[config.mk]
export PLATFORM = sky130hd
export DESIGN_NAME = jk_cmd_sequencer
export DESIGN_NICKNAME = d
export VERILOG_FILES = /design/src/rtl/jk_cmd_sequencer.sv
export SDC_FILE = /design/constraint.sdc
export NUM_CORES = 1
export LEC_CHECK = 0
export ABC_AREA = 1
export CORE_MARGIN = 2
export CORE_UTILIZATION = 45
export DETAILED_ROUTE_END_ITERATION = 12
export HOLD_SLACK_MARGIN = 0.08
export PLACE_DENSITY = 0.66
export SLEW_MARGIN = 20
export SYNTH_ARGS = -nofsm -noshare
export SYNTH_HDL_FRONTEND = slang
export SYNTH_SLANG_ARGS = --single-unit
[constraint.sdc]
create_clock -name clk -period 2.2 [get_ports clk]
set_input_delay 0.22 -clock clk [delete_from_list [all_inputs] [get_ports clk]]
set_output_delay 0.22 -clock clk [all_outputs]
set_load 0.005 [all_outputs]
[src/rtl/jk_cmd_sequencer.sv]
// jk_cmd_sequencer: buffers {j,k} commands, pulses them into a JK stage,
// waits a settle window, then checks the stage's q against the expected value.
// Ports: clk, reset (sync, active-high); cmd_valid/cmd_op/cmd_ready command
// input; j/k drive to the JK stage; q_fb its q; busy; done_valid/done_q/done_err
// per-command result; err_flag sticky error.
// Optional: define JK_SEQ_ERR_COUNT_EN to add err_count (8-bit saturating).
module jk_cmd_sequencer #(
    parameter int SETTLE_CYCLES = 2,
    parameter int FIFO_DEPTH    = 4
) (
    input  logic       clk,
    input  logic       reset,
    input  logic       cmd_valid,
    input  logic [1:0] cmd_op,
    output logic       cmd_ready,
    output logic       j,
    output logic       k,
    input  logic       q_fb,
    output logic       busy,
    output logic       done_valid,
    output logic       done_q,
    output logic       done_err,
    output logic       err_flag
`ifdef JK_SEQ_ERR_COUNT_EN
    ,
    output logic [7:0] err_count
`endif
);

    localparam int PW = $clog2(FIFO_DEPTH);
    localparam int CW = PW + 1;
    localparam int SW = (SETTLE_CYCLES > 1) ? $clog2(SETTLE_CYCLES) : 1;

    typedef enum logic [1:0] {
        IDLE   = 2'd0,
        DRIVE  = 2'd1,
        SETTLE = 2'd2,
        CHECK  = 2'd3
    } state_t;

    state_t        state_q, state_d;
    logic [1:0]    mem_q [FIFO_DEPTH];
    logic [PW-1:0] wr_ptr_q, wr_ptr_d;
    logic [PW-1:0] rd_ptr_q, rd_ptr_d;
    logic [CW-1:0] count_q, count_d;
    logic [SW-1:0] cnt_q, cnt_d;
    logic [1:0]    op_q, op_d;
    logic          qprev_q, qprev_d;
    logic          j_q, j_d;
    logic          k_q, k_d;
    logic          ready_q, ready_d;
    logic          busy_q, busy_d;
    logic          dv_q, dv_d;
    logic          dq_q, dq_d;
    logic          derr_q, derr_d;
    logic          eflag_q, eflag_d;
    logic          push;
    logic          pop;
    logic          expected;
    logic          mismatch;
    logic [1:0]    head_op;

    assign head_op = mem_q[rd_ptr_q];
    // ready is registered and equals !full of the current count
    assign push    = cmd_valid & ready_q;

    always_comb begin
        expected = qprev_q;
        unique case (op_q)
            2'b00: expected = qprev_q;
            2'b01: expected = 1'b0;
            2'b10: expected = 1'b1;
            2'b11: expected = ~qprev_q;
            default: expected = qprev_q;
        endcase
    end

    assign mismatch = (q_fb != expected);

    always_comb begin
        state_d = state_q;
        cnt_d   = cnt_q;
        op_d    = op_q;
        qprev_d = qprev_q;
        j_d     = 1'b0;
        k_d     = 1'b0;
        dv_d    = 1'b0;
        dq_d    = dq_q;
        derr_d  = derr_q;
        eflag_d = eflag_q;
        pop     = 1'b0;
        unique case (state_q)
            IDLE: begin
                if (count_q != '0) begin
                    pop     = 1'b1;
                    op_d    = head_op;
                    j_d     = head_op[1];
                    k_d     = head_op[0];
                    qprev_d = q_fb;
                    state_d = DRIVE;
                end
            end
            DRIVE: begin
                cnt_d   = SW'(SETTLE_CYCLES - 1);
                state_d = SETTLE;
            end
            SETTLE: begin
                if (cnt_q == '0) begin
                    state_d = CHECK;
                end else begin
                    cnt_d = cnt_q - SW'(1);
                end
            end
            CHECK: begin
                dv_d    = 1'b1;
                dq_d    = q_fb;
                derr_d  = mismatch;
                eflag_d = eflag_q | mismatch;
                state_d = IDLE;
            end
            default: state_d = IDLE;
        endcase
    end

    always_comb begin
        wr_ptr_d = push ? wr_ptr_q + PW'(1) : wr_ptr_q;
        rd_ptr_d = pop ? rd_ptr_q + PW'(1) : rd_ptr_q;
        count_d  = count_q + CW'(push) - CW'(pop);
        ready_d  = (count_d != CW'(FIFO_DEPTH));
        busy_d   = (state_d != IDLE) || (count_d != '0);
    end

    always_ff @(posedge clk) begin
        if (push) begin
            mem_q[wr_ptr_q] <= cmd_op;
        end
    end

    always_ff @(posedge clk) begin
        if (reset) begin
            state_q  <= IDLE;
            wr_ptr_q <= '0;
            rd_ptr_q <= '0;
            count_q  <= '0;
            cnt_q    <= '0;
            op_q     <= 2'b00;
            qprev_q  <= 1'b0;
            j_q      <= 1'b0;
            k_q      <= 1'b0;
            ready_q  <= 1'b1;
            busy_q   <= 1'b0;
            dv_q     <= 1'b0;
            dq_q     <= 1'b0;
            derr_q   <= 1'b0;
            eflag_q  <= 1'b0;
        end else begin
            state_q  <= state_d;
            wr_ptr_q <= wr_ptr_d;
            rd_ptr_q <= rd_ptr_d;
            count_q  <= count_d;
            cnt_q    <= cnt_d;
            op_q     <= op_d;
            qprev_q  <= qprev_d;
            j_q      <= j_d;
            k_q      <= k_d;
            ready_q  <= ready_d;
            busy_q   <= busy_d;
            dv_q     <= dv_d;
            dq_q     <= dq_d;
            derr_q   <= derr_d;
            eflag_q  <= eflag_d;
        end
    end

    assign cmd_ready  = ready_q;
    assign j          = j_q;
    assign k          = k_q;
    assign busy       = busy_q;
    assign done_valid = dv_q;
    assign done_q     = dq_q;
    assign done_err   = derr_q;
    assign err_flag   = eflag_q;

`ifdef JK_SEQ_ERR_COUNT_EN
    logic [7:0] ecnt_q, ecnt_d;

    always_comb begin
        ecnt_d = ecnt_q;
        if (state_q == CHECK && mismatch && ecnt_q != 8'hFF) begin
            ecnt_d = ecnt_q + 8'd1;
        end
    end

    always_ff @(posedge clk) begin
        if (reset) begin
            ecnt_q <= 8'd0;
        end else begin
            ecnt_q <= ecnt_d;
        end
    end

    assign err_count = ecnt_q;
`endif

endmodule

==> results of run 1 <==
-- worst max-delay path: stages (launching register included) --
cell	delay (ns)
dfxtp_2	0.35
inv_1	0.08
ha_2	0.16
a21boi_4	0.19
inv_2	0.06
nand3_2	0.05
nand2_1	0.05
ha_2	0.18
fa_1	0.51
nor2_2	0.13
nand3_1	0.08
nor2_1	0.09
nor2_1	0.04
-- repair_timing --
| action | CTS | global route |
|---|---|---|
| resized for setup | 0 | 10 |
| buffers inserted | 0 | 3 |
| endpoints found under the setup margin | 0 | 2 |
-- area by class of cell --
class                           count  area (sq um)
Fill cell                         252          1139
Sequential cell                    31         705.7
Multi-Input combinational cell     97         555.5
Timing Repair Buffer               21         190.2
Inverter                           26         100.1
Clock inverter                      3         38.79
Tap cell                           31         38.79
Clock buffer                        5         37.54
-- power groups by stage --
stage                     Clock [mW]  Sequential [mW]  Combinational [mW]
after floorplan                    0            0.856               0.628
after global placement             0            0.868               0.880
after detailed placement           0            0.874               0.909
after CTS                      0.432            0.864               0.916
after global routing           0.456            0.890                1.13
final                          0.420            0.873               0.989
-- state kept, by name (all words and copies together), names as in the netlist, 2 cells and up, named ones only --
| register | flops |
|---|---|
| mem_q | 8 |
| count_q | 3 |
| op_q | 2 |
| rd_ptr_q | 2 |
| state_q | 2 |
| wr_ptr_q | 2 |
-- cells in the mapped netlist, types with 8 or more instances --
master	instances
inv_1	26
nand2_1	25
dfxtp_1	23
nor2_1	23
o21ai_0	13
a21oi_1	12
ha_1	10
edfxtp_1	8
nand3_1	8
-- how the worst min path moves through the flow --
stage,from,to
2_1_floorplan,reset,count_q[2]
3_3_place_gp,err_flag,err_flag
3_5_place_dp,err_flag,err_flag
4_1_cts,err_flag,err_flag
5_1_grt,done_err,done_err
6_report,err_flag,err_flag
-- per-layer routing --
metal	GRT usage [%]	vias to the layer above	wire, um
met2	24.72	18	1188
met1	14.49	450	1007
met5	0	-	0
met4	5.844	0	14
met3	8.132	2	118
li1	-	547	-
-- logic make-up after synthesis --
group,after synthesis
xor gates and xnor gates,1
AOI/OAI and AO/OA,27
adders and majority gates,11
buffers and inverters,27
and+or+nand+nor,58
DFF,31
==> results.tsv, run 1 <==
metric	value	unit
hold_violations	0	
synth-xor-area-share	0.6512	%
synth.largest_area_cell	dfxtp_1	
min_period_over_period	94.70	%
sequentialPowerShare	38.3	%
syn_area_per_cell	8.678	sq um
ys_seq_area_share	52.09	%
comb_power_share	43.3	%
min_delay_path_depth	2	
p_leak	0.7377	nW
fin_util	59.41	%
synthMuxAreaShare	0	%
end_kind	register	
via_per_inst	4.752	
ctsLongestPathBuffers	2	
num_vias	1017	
first_global_vias	911	
place.gp.congestion	0.7525	
final-instance-count-excl-fill	214	
drv_cap	0	
synth_compound_area_share	11.26	%
die_y	58.67	um
hold_ws	0.4515	ns
diodes	0	
core	2805	sq um
arrival	2.31	ns
synth_adder_area_share	10.79	%
period_minus_slack	2.083	ns
grt-ovfl-total	0	
first_iter_violations	29	
power.switching	0.8340	mW
synth_top_family_by_area	simple AND/OR/NAND/NOR gates	
cts.sinks	31	
finalPower	2.283	mW
critPathLaunchType	register	
max_freq	480.0	MHz
critPathKind	register to register	
fp.dieW	58.67	um
antenna_found_initial	0	
max_slew_margin	80.98	%
dp_cells	203	
clk_pin_slew	0.09	ns
ys.flop_type	dfxtp_1	
fin_nets	199	
r2r_setup_slack	0.12	ns
row_count	19	
setup_violations	0	
violations	DRC	
antenna_left	0	
routedWlPerCell	10.88	um
worstMarginPinSlew	0.2850	ns
p_sw_share	36.53	%
async_flop_share	0	%
grt_max_degree	12	
setup_slack	0.1165	ns
drive_gt1_share	14.21	%
worst_ep_required_time	2.43	ns
power_frac_clock	18.4	%
synth_warnings	0	
hpwlAfterDp	1672	um
skew	0.008136	ns
hold_path.class	register to register	
power_density	1370	nW/um^2
grt_pass1_wl	3546	um
status	finished with violations	
drtPass1Iterations	8	
rr_startpoint	state_q[0]	
synth_top_area_share	34.23	%
vdd_ir_drop_max	876.8	uV
endpoint	busy	
drv_slew	0	
top_level_ports	14	
p_int	1.449	mW
drc	2	
r2r_cells	12	
yosys.area_share.simple	17.67	%
synth_area_leaders	dfxtp_1, edfxtp_1, ha_1	
synth_area	1345	sq um
grt_usage	14.44	%
path_max_fanout	3	
hold_buffers	0	
cts_buffers	5	
area_delta_synth_final	23.91	%
ys_types	16	
insertion_delay	0.33	ns
dpl_cell_area	1548	sq um
finalSetupTns	0	ns
critPathLaunch	state_q[0]	
htree_levels	2	
r2r_end	busy	
synth_edf_count	8	
final_area	1667	sq um
numPortBuffers	13	
ys_ff_latch	31	
dp_slack	0.02277	ns
wl	2329	um
cts-root-buf	clkbuf_4	
final_common_cell	nand2_1	
syn_inst	155	
final_cell_mix	nand2_1, inv_1, nor2_1	
start_util	47.95	%
dieArea	3442	sq um
synth_nets	172	
cts_tree	done	
Note: power is estimated with default switching activity, not from simulation.
==> run 2: changes to the inputs <==
--- a/config.mk
+++ b/config.mk
@@ -6,6 +6,7 @@
 export NUM_CORES = 1
 export LEC_CHECK = 0
 export ABC_AREA = 1
+export ABC_CLOCK_PERIOD_IN_PS = 2200
 export CORE_MARGIN = 2
 export CORE_UTILIZATION = 45
 export DETAILED_ROUTE_END_ITERATION = 12
==> results of run 2 <==
No change in the layout: final DEF, timing and power equal those of run 1.
==> edit 1 (config.mk and constraints of run 1) <==
The 4 states of `state_t` get a one-hot encoding in 4 bits.
--- a/src/rtl/jk_cmd_sequencer.sv
+++ b/src/rtl/jk_cmd_sequencer.sv
@@ -31,11 +31,11 @@
     localparam int CW = PW + 1;
     localparam int SW = (SETTLE_CYCLES > 1) ? $clog2(SETTLE_CYCLES) : 1;
 
-    typedef enum logic [1:0] {
-        IDLE   = 2'd0,
-        DRIVE  = 2'd1,
-        SETTLE = 2'd2,
-        CHECK  = 2'd3
+    typedef enum logic [3:0] {
+        IDLE   = 4'b0001,
+        DRIVE  = 4'b0010,
+        SETTLE = 4'b0100,
+        CHECK  = 4'b1000
     } state_t;
 
     state_t        state_q, state_d;
Formal check against the unedited RTL: same outputs for any inputs over 10 cycles, from zero or initial values and one cycle with reset high; not proved beyond that.
==> edit 1 against run 1 <==
Die area rose by 0.26%; combinational power decreased by 12%; cell area shrank 3.7%; routed wire length decreased by 2.6%; sequential power rose by 0.6%; sequential share of layout area rose by 3.9 points; power decreased by 9.9%; via count about the same; critical endpoint unchanged; synthesized area grew 0.28%; core utilization down 2.2 points; largest power group is now registers; worst setup slack improved by 0.049 ns; final cell count up 0.93%; the run still ends with design-rule violations left; sequential cell count up 2.
==> edit 1: results (changes against run 1) <==
| Metric | Value |
|---|---|
| Global-route wire length before repair | 4130 um (+16%) |
| Largest regs | mem_q (8), state_q (4), count_q (3) |
| Peak VDD IR | 679 uV (-23%) |
| DR WL/cell | 10.5 um (-3.5%) |
| Number of flops mapped to enable cells by yosys | 8 (unchanged) |
| Dpl ws | 0.00607 ns (-0.0167 ns) |
| GRT Overall Usage | 16.3% (+1.8 points) |
| Top cells by area, synth | dfxtp_1, edfxtp_1, nand2_1 |
| Final setup viols | 0 (unchanged) |
| Clock skew | 0.00918 ns (+0.00105 ns) |
| Filler Cell Count | 257 (+2.0%) |
| Worst hold path cell count | 1 (-1) |
| Share of cells above drive strength 1 | 11.4% (-2.9 points) |
| Hold Crit Endpoint | state_q[3]$_SDFF_PP0_ |
| Insertion delay to the later sink of the worst-skew pair | 0.33 ns (about the same) |
| Failing checks | design-rule violations |
| H-tree depth | 2 (unchanged) |
| FF-to-FF Start | state_q[3]$_SDFF_PP0_ |
| CP Max Fanout | 5 (+2) |
| # nets final | 196 (-1.5%) |
| Initial antenna violation count | 0 (unchanged) |
| Routability cong. | 0.732 (-2.8%) |
| Pin count of the biggest net entering global routing | 12 (unchanged) |
| Port Buf Inserts | 13 (unchanged) |
| Post-route DRC violation count | 1 (-1) |
| Reg2Reg Depth | 13 (+1) |
| Hold path start | cnt_q$_SDFFE_PP0P_ |
| CP Launch Point | state_q[3]$_SDFF_PP0_ |
| Leakage power | 0.717 nW (-2.9%) |
| Clk root buf | clkbuf_4 |
| Post-synth cell types | 18 (+2) |
| Reg2reg end | busy$_SDFF_PP0_ |
| Hpwl dp | 1730 um (+3.5%) |
| Final worst slack | 0.166 ns (+0.0492 ns) |
| N_diodes | 0 (unchanged) |
| Vias per inst | 4.71 (-0.83%) |
| Sequential share of the synthesized area | 54.9% (+2.8 points) |
| CTS Buf Count | 5 (unchanged) |
| WP data arrival | 2.26 ns (-0.05 ns) |
| Clk pin slew, worst setup/hold paths | 0.09 ns (about the same) |
| Syn Nets | 174 (+1.2%) |
| Starting DRT DRC Count | 43 (+48%) |
| Ys async rst share | 0% (unchanged) |
| Vias in the first global route | 1,037 (+14%) |
| Clock buffer depth | 2 (unchanged) |
| DP Area | 1530 um^2 (-1.3%) |
| Top cells by count, synth | nand2_1, inv_1, nor2_1 |
| Pin slew with the least headroom to its limit | 0.246 ns (-0.0394 ns) |
| Outcome | complete, but fails checks |
-- edit 1: routing by layer --
layer / vias up / GRT usage [%] / routed length, um
met1: 454 / 17.3 / 976
met3: 8 / 4.62 / 84
met5: - / 0 / 0
met2: 13 / 28.4 / 1140
met4: 0 / 9.74 / 65
li1: 543 / - / -
-- edit 1: logic make-up after synthesis --
family,share of synthesized area (%)
fa+ha+maj,6.12
buf+inv,8.72
flops,54.9
compound gates,7.24
simple gates,23.0
-- edit 1: critical path: stages (launching register included) --
cell,delay (ns)
dfxtp_2,0.34
nor2_1,0.11
inv_1,0.09
nor2_4,0.12
nand2_4,0.09
inv_4,0.08
nand2_2,0.06
nand2_1,0.07
ha_1,0.16
fa_2,0.45
nor2_2,0.13
inv_1,0.04
o21bai_1,0.13
nand2_1,0.06
-- edit 1: final cells by class --
cell class / count / share of cell area [%]
inverter: 30 / 7.17
tap: 31 / 2.42
clock inverter: 1 / 0.312
sequential: 33 / 46.2
clock buffer: 7 / 2.81
multi-input combinational: 98 / 31.6
timing repair buffer: 16 / 9.51
-- edit 1: power breakdown --
group	internal, mW	switching [mW]	total, mW
clock network	0.124	0.182	0.306
registers	0.786	0.0914	0.878
logic	0.357	0.517	0.873
total	1.27	0.790	2.06
-- edit 1: what timing repair did --
item,4_1_cts,5_1_grt
hold endpoints to repair,0,0
hold buffers,0,0
gates resized for setup,0,7
setup endpoints to repair,0,3
setup buffers,0,1
-- edit 1: metrics by stage --
step                      std cells  TNS (ns)  utilization [%]  hold WS, ns  power, mW
after floorplan                 162         0                -        0.292       1.45
after global placement          207         0             54.5        0.405       1.64
after detailed placement        207         0             54.5        0.409       1.69
after CTS                       215         0             56.2        0.426       2.00
after global routing            216   -0.0125             57.2        0.434       2.27
final                           216         0             57.2        0.417       2.06
==> edit 2 (config.mk and constraints of run 1) <==
Made on the original files. Set the parameter `SETTLE_CYCLES` to 8 (it was 2).
--- a/src/rtl/jk_cmd_sequencer.sv
+++ b/src/rtl/jk_cmd_sequencer.sv
@@ -5,7 +5,7 @@
 // per-command result; err_flag sticky error.
 // Optional: define JK_SEQ_ERR_COUNT_EN to add err_count (8-bit saturating).
 module jk_cmd_sequencer #(
-    parameter int SETTLE_CYCLES = 2,
+    parameter int SETTLE_CYCLES = 8,
     parameter int FIFO_DEPTH    = 4
 ) (
     input  logic       clk,
Formal check against the unedited RTL: not equivalent (a bounded check fails within 10 cycles, from zero or initial values and one cycle with reset high).
==> edit 2 against run 1 <==
Cell area increased by 4.6%; sequential cell count increased by 2; global-route usage increased by 1.9 points; routed wire length increased by 14%; count of clock-buffer cells in the layout increased by 1; die area increased by 9.3%; critical path type unchanged; worst setup slack improved by 0.067 ns; final cell count increased by 15%; power decreased by 2.2%; synthesized area increased by 10%; via count increased by 9.1%.
==> edit 2: results (changes against run 1) <==
| Metric | Value |
|---|---|
| Outcome | finished, final reports clean |
| Clk pin slew, worst setup/hold paths | 0.10 ns |
| Primary FF master, synth | dfxtp_1 |
| Post-synthesis xor/xnor area fraction | 0.592% (-0.059 points) |
| Final WL | 2640 um (+14%) |
| Syn Nets | 198 (+15%) |
| Port Buf Inserts | 13 (unchanged) |
| Critical Path End | busy$_SDFF_PP0_ |
| Core Footprint | 3080 um^2 (+9.7%) |
| Starting DRT DRC Count | 56 (+93%) |
| CTS Buf Count | 5 (unchanged) |
| CP max-delay cell | fa_1 |
| Sequential share of the synthesized area | 50.1% (-2.0 points) |
| N_diodes | 0 (unchanged) |
| Clk root buf | clkbuf_4 |
| Pin count of the biggest net entering global routing | 12 (unchanged) |
| Clock skew | 0.00843 ns (+0.000298 ns) |
| H-tree depth | 2 (unchanged) |
| Vias in the first global route | 1,035 (+14%) |
| Number of flops mapped to enable cells by yosys | 8 (unchanged) |
| Clock buffer depth | 2 (unchanged) |
| Reg2Reg Depth | 14 (+2) |
| Pin slew with the least headroom to its limit | 0.343 ns (+0.0578 ns) |
| # nets final | 220 (+11%) |
| Peak VDD IR | 614 uV (-30%) |
| Adder-cell share of the synthesized area | 11.5% (+0.72 points) |
| R2R Setup Slk | 0.18 ns (+0.07 ns) |
| Routability cong. | 0.819 (+8.8%) |
| Share of cells above drive strength 1 | 10.4% (-3.8 points) |
| FF-to-FF Start | state_q[1]$_SDFF_PP0_ |
| Top cells by area, synth | dfxtp_1, edfxtp_1, ha_1 |
| CP Max Fanout | 7 (+4) |
| Ys Warns | 0 (unchanged) |
| Startpoint types | register |
| Leakage power | 0.803 nW (+8.8%) |
| Synth Area in Compound Gates | 7.70% (-3.6 points) |
| DR pass1 iterations | 4 (-4) |
| Insertion delay to the later sink of the worst-skew pair | 0.33 ns (about the same) |
| Hold Crit Class | reg2reg |
| Mux contribution to synthesized area | 0% (unchanged) |
| Hpwl dp | 2040 um (+22%) |
| Filler Cell Count | 287 (+14%) |
| Initial antenna violation count | 0 (unchanged) |
| Ys async rst share | 0% (unchanged) |
| Vias per inst | 4.51 (-5.1%) |
| Post-synth cell types | 19 (+3) |
| Top cells by count, synth | nand2_1, inv_1, dfxtp_1 |
| GRT Overall Usage | 16.4% (+1.9 points) |
| Global-route wire length before repair | 4320 um (+22%) |
| Max incr delay on CP | 0.43 ns (-0.08 ns) |
| Largest regs | mem_q (8), cnt_q (3), count_q (3) |
[edit 2: power breakdown]
part / switching [mW] / total, mW / leakage [nW] / internal [mW]
clock network: 0.190 / 0.312 / 0.0320 / 0.122
registers: 0.119 / 0.934 / 0.280 / 0.815
logic: 0.569 / 0.986 / 0.491 / 0.417
[edit 2: final cells by class]
type                    instances  share of cell area, %
clock inverters                 2                  0.574
well taps                      44                   3.16
multi-input cells             108                   34.3
clock buffers                   6                   2.37
repair buffers                 17                   9.19
inverters                      36                   7.75
flip-flops and latches         33                   42.6
[edit 2: critical path, delay by kind of cell, from the launching register on]
family | cells | cell delay, ns
fa+ha+maj | 3 | 0.80
flops | 1 | 0.35
simple gates | 8 | 0.56
buf+inv | 3 | 0.21
[edit 2: cells by family after synthesis]
kind of cell | count (synthesis)
buf+inv | 38
fa+ha+maj | 13
xor+xnor | 1
compound gates | 22
flops | 33
simple gates | 72
[edit 2: repair_timing]
item                       CTS  global route
hold buffers                 0             0
setup buffers                0             1
resized for setup            0             4
setup endpoints to repair    0             3
[edit 2: worst min path at each step]
| stage | start | cells after the start | end |
|---|---|---|---|
| 3_3_place_gp | err_flag$_SDFFE_PP0P_ | 2 | err_flag$_SDFFE_PP0P_ |
| 4_1_cts | err_flag$_SDFFE_PP0P_ | 2 | err_flag$_SDFFE_PP0P_ |
| 5_1_grt | err_flag$_SDFFE_PP0P_ | 2 | err_flag$_SDFFE_PP0P_ |
| 3_5_place_dp | err_flag$_SDFFE_PP0P_ | 2 | err_flag$_SDFFE_PP0P_ |
| 6_report | err_flag$_SDFFE_PP0P_ | 2 | err_flag$_SDFFE_PP0P_ |
| 2_1_floorplan | cmd_op[0] | 0 | mem_q[0][0]$_DFFE_PP_ |
[edit 2: through the flow]
step / setup slack (ns) / utilization, % / cells / area (um^2) / hold WS [ns]
CTS: 0.0385 / 56.1 / 245 / 1730 / 0.463
global route: 0.0297 / 56.6 / 246 / 1740 / 0.489
floorplan: 0.183 / - / 179 / 1480 / 0.319
global placement: 0.124 / 54.5 / 237 / 1680 / 0.437
detailed placement: 0.0587 / 54.5 / 237 / 1680 / 0.448
finish: 0.184 / 56.6 / 246 / 1740 / 0.458
[edit 2: metal layers]
layer | global-route usage, % | up-vias | wire (um)
met5 | 0 | - | 0
met3 | 6.30 | 7 | 111
met2 | 29.8 | 14 | 1300
li1 | - | 593 | -
met4 | 5.59 | 0 | 37
met1 | 17.2 | 496 | 1200
